## src/rtl/piso_serializer.sv

```systemverilog
// Parallel-in, serial-out transmitter: MSB-first, back-to-back framing over a valid/ready load handshake.
// Optional even-parity trailer bit is enabled by defining PISO_PARITY_EN.
module piso_serializer #(
    parameter int SIZE = 4
) (
    input  logic            clk,
    input  logic            rstn,
    input  logic [SIZE-1:0] PI,
    input  logic            load_valid,
    output logic            load_ready,
    output logic            SO,
    output logic            SO_valid,
    output logic            done
);

    // state | meaning
    // IDLE  | no transfer in progress, line held at 0
    // SHIFT | a frame is on the line
    typedef enum logic {IDLE, SHIFT} state_t;

    localparam int CW = $clog2(SIZE + 1);
`ifdef PISO_PARITY_EN
    localparam logic [CW-1:0] LAST = CW'(SIZE);
`else
    localparam logic [CW-1:0] LAST = CW'(SIZE - 1);
`endif

    state_t          state_q, state_d;
    logic [SIZE-1:0] sreg_q, sreg_d;
    logic [CW-1:0]   cnt_q, cnt_d;
    logic            so_q, so_d;
    logic            so_valid_q, so_valid_d;
    logic            done_q, done_d;
    logic            accept;
`ifdef PISO_PARITY_EN
    logic            parity_q, parity_d;
`endif

    always_comb begin
        state_d    = state_q;
        sreg_d     = sreg_q;
        cnt_d      = cnt_q;
        so_d       = 1'b0;
        so_valid_d = 1'b0;
        done_d     = 1'b0;
`ifdef PISO_PARITY_EN
        parity_d   = parity_q;
`endif
        load_ready = (state_q == IDLE) || ((state_q == SHIFT) && done_q);
        accept     = load_valid && load_ready;

        if (accept) begin
            // A new word may start on the very edge that ends the previous frame.
            state_d    = SHIFT;
            sreg_d     = PI;
            cnt_d      = '0;
            so_d       = PI[SIZE-1];
            so_valid_d = 1'b1;
            done_d     = (LAST == '0);
`ifdef PISO_PARITY_EN
            parity_d   = ^PI;
`endif
        end else if (state_q == SHIFT) begin
            if (done_q) begin
                state_d = IDLE;
                cnt_d   = '0;
            end else begin
                sreg_d     = sreg_q << 1;
                cnt_d      = cnt_q + 1'b1;
                so_d       = sreg_d[SIZE-1];
                so_valid_d = 1'b1;
                done_d     = (cnt_d == LAST);
`ifdef PISO_PARITY_EN
                if (cnt_q == CW'(SIZE - 1)) begin
                    so_d = parity_q;
                end
`endif
            end
        end
    end

    always_ff @(posedge clk) begin
        if (!rstn) begin
            state_q    <= IDLE;
            sreg_q     <= '0;
            cnt_q      <= '0;
            so_q       <= 1'b0;
            so_valid_q <= 1'b0;
            done_q     <= 1'b0;
`ifdef PISO_PARITY_EN
            parity_q   <= 1'b0;
`endif
        end else begin
            state_q    <= state_d;
            sreg_q     <= sreg_d;
            cnt_q      <= cnt_d;
            so_q       <= so_d;
            so_valid_q <= so_valid_d;
            done_q     <= done_d;
`ifdef PISO_PARITY_EN
            parity_q   <= parity_d;
`endif
        end
    end

    assign SO       = so_q;
    assign SO_valid = so_valid_q;
    assign done     = done_q;

endmodule

```

## config.mk

```make
export PLATFORM = sky130hd
export DESIGN_NAME = piso_serializer
export DESIGN_NICKNAME = d
export VERILOG_FILES = /design/src/rtl/piso_serializer.sv
export SDC_FILE = /design/constraint.sdc
export NUM_CORES = 1
export LEC_CHECK = 0
export ABC_AREA = 1
export CORE_AREA = 8 8 45 47
export CTS_CLUSTER_SIZE = 12
export DETAILED_ROUTE_END_ITERATION = 7
export DIE_AREA = 0 0 53 55
export SYNTH_ARGS = -nofsm -noshare
export SYNTH_HDL_FRONTEND = slang
export SYNTH_SLANG_ARGS = --single-unit
```

## constraint.sdc

```tcl
create_clock -name clk -period 1.4 [get_ports clk]
set_input_delay 0.28 -clock clk [delete_from_list [all_inputs] [get_ports clk]]
set_output_delay 0.28 -clock clk [all_outputs]
set_load 0.02 [all_outputs]
```

==> results.toml <==
[power_and_ir_drop]
peakVddDrop_mv = 0.348
power.leakage_nw = 0.262
p_per_area_nw_per_um2 = 992

[synthesis]
synth-edff-count = 0
synth_top_area_share_pct = 45.4
synth_area_leader_cell = "dfxtp_1"
ys_types = 12
synthAdderAreaFrac_pct = 6.31
syn-num-nets = 61
synth-seq-cells = 9
yosys.area_share.simple_pct = 31.9
synth_top_family_by_area = "simple AND/OR/NAND/NOR gates"
synth_xor_xnor_area_share_pct = 0
avgSynthCellArea_sq_um = 7.63
synth_most_common_cell = "nand3_1"
synth_async_sr_flop_share_pct = 0
synth_mux_area_share_pct = 0
yosysSeqAreaShare_pct = 45.4
synth-compound-area-share_pct = 9.78
synth.area.top_cells = "dfxtp_1 (45%), nand3_1 (13%), a21oi_1 (7.6%)"
synthCells = 52
ys_dominant_reg_cell = "dfxtp_1"
yosys_warnings = 0
ys_top_cells_by_count = "nand3_1 (10), dfxtp_1 (9), nand2_1 (8)"
syn_area_sq_um = 397

[drt]
drcViolationCount = 0
topRoutingLayerUsed = "met4"
vias = 377
wl_per_cell_um = 10.4
wl_met1_um = 439
ant_nets = 0
first_pass_iters = 4
dr.first_iter.drc_count = 4
routed-wl-met2_um = 401
wirelength_um = 887
vias_per_cell = 4.44
wl_met3_um = 37

[min_path]
hp-start = "sreg_q[0]"
hold_depth = 2
hp-class = "reg2reg"
min_to = "sreg_q[0]"

[cts]
htreeDepth = 1
postCtsSetupBuffers = 0
clockBufferDepth = 2
worstSkewPairLatency_ns = 0.26
clk_pin_slew_ns = 0.06
cts.sink_count = 9
clockRootBuffer = "clkbuf_4"
cts-buffers-inserted = 3
cts_tree = "built"

[worst_setup_path]
r2r_cells = 4
endpoint_kind = "output pin"
crit_path_start_kind = "flip-flop"
reg2reg_to = "cnt_q[2]"
critPathMaxFanout = 4
reg2reg_setup_slack_ns = 0.36
critPathKind = "reg2out"
r2r_start = "cnt_q[1]"
worstPathRequired_ns = 1.12
arrival_ns = 1.02

[global_route]
grt_usage_pct = 6.79
grt_pass1_wl_mm = 1.43
overflow = 0
grt_max_degree = 9
grt_pass1_vias = 366
grt_antenna_before_repair = 0

[sta]
finalSetupTns_ns = 0
setup_viol = 0
fmax_ghz = 0.769
report.final.slew_viol_count = 0
rsz0062_at_grt = "false"
period_needed_ns = 1.30
period_share_pct = 92.9
finalHoldViolCount = 0
tightest_slew_ns = 0.215
max_slew_margin_pct = 85.7
skew_ns = 0.00398
holdWs_ns = 0.458

[placement]
port_buffers = 10
hpwl_um = 667
routabilityCongestion = 0.728

[floorplan]
start_util_pct = 28.7
io_pins = 11
die_h_um = 55
num_rows = 14
core_region_area_sq_um = 1380
die_w_um = 53
die-area_sq_um = 2920

[layout]
drive_gt1_share_pct = 15.9
syn_to_final_growth_pct = 41.6
antenna_cells = 0
num-nets-final = 79

[flow_run]
cap_violations = 0

[outcome]
status = "finished clean"
## logic make-up (layout without fill, tap and decap cells)
kind of cell | count (synthesis) | after routing
simple gates | 27 | 27
flops | 9 | 9
compound gates | 7 | 7
buf+inv | 7 | 24
fa+ha+maj | 2 | 2
## registers in the layout (all words and copies together) (netlist names)
register and count:
SO_valid 1, done 1, sreg_q 3, SO 1, cnt_q 3
## cells in the final DEF (no fill, tap or decap), types with 2 or more instances in the layout
cell,instances
nand3_1,10
clkdlybuf4s50_1,6
nand2_1,8
buf_4,3
inv_1,6
ha_1,2
dfxtp_1,9
clkbuf_4,3
nor2_1,6
a21oi_1,6
dlygate4sd2_1,3
## stage by stage
| step | total power [mW] | worst slack [ns] | utilization (%) | std cells | cell area, sq um |
|---|---|---|---|---|---|
| after floorplan | 0.321 | 0.343 | - | 52 | 397 |
| final | 0.557 | 0.0991 | 40.6 | 85 | 562 |
| after global placement | 0.366 | 0.0865 | 39.0 | 81 | 539 |
| after global routing | 0.587 | 0.0266 | 40.6 | 85 | 562 |
| after detailed placement | 0.367 | 0.0801 | 39.0 | 81 | 539 |
| after CTS | 0.569 | 0.0620 | 40.5 | 85 | 561 |
## worst max-delay path: stages (launching register included)
cell	delay (ns)
dfxtp_1	0.40
nand2_2	0.08
clkdlybuf4s15_1	0.29
## metal layers
metal	global-route usage [%]	vias up
met1	7.35	163
met5	0	-
met2	10.2	9
li1	-	203
met4	5.17	0
met3	3.21	2
## where the power goes
group,internal [mW],switching (mW),total (mW)
clock network,0.110,0.0905,0.200
logic,0.0395,0.0442,0.0836
registers,0.267,0.00655,0.273
## what timing repair did
action,CTS,global route
setup endpoints to repair,4,1
hold buffers,0,0
gates resized for setup,4,1
## worst max-delay path by stage
stage                 endpoint  cells after the start       start
floorplan             cnt_q[1]                      5        done
global placement      cnt_q[0]                      4  load_valid
detailed placement  load_ready                      3        done
CTS                 load_ready                      2    SO_valid
global route        load_ready                      3        done
finish              load_ready                      2    SO_valid
## layout make-up
| cell class | count | area (sq um) |
|---|---|---|
| Fill cell | 155 | 822 |
| Multi-Input combinational cell | 36 | 190 |
| Sequential cell | 9 | 180 |
| Timing Repair Buffer | 13 | 119 |
| Clock buffer | 4 | 26.3 |
| Inverter | 7 | 26.3 |
| Tap cell | 16 | 20.0 |
(Power assumes the default switching activity.)
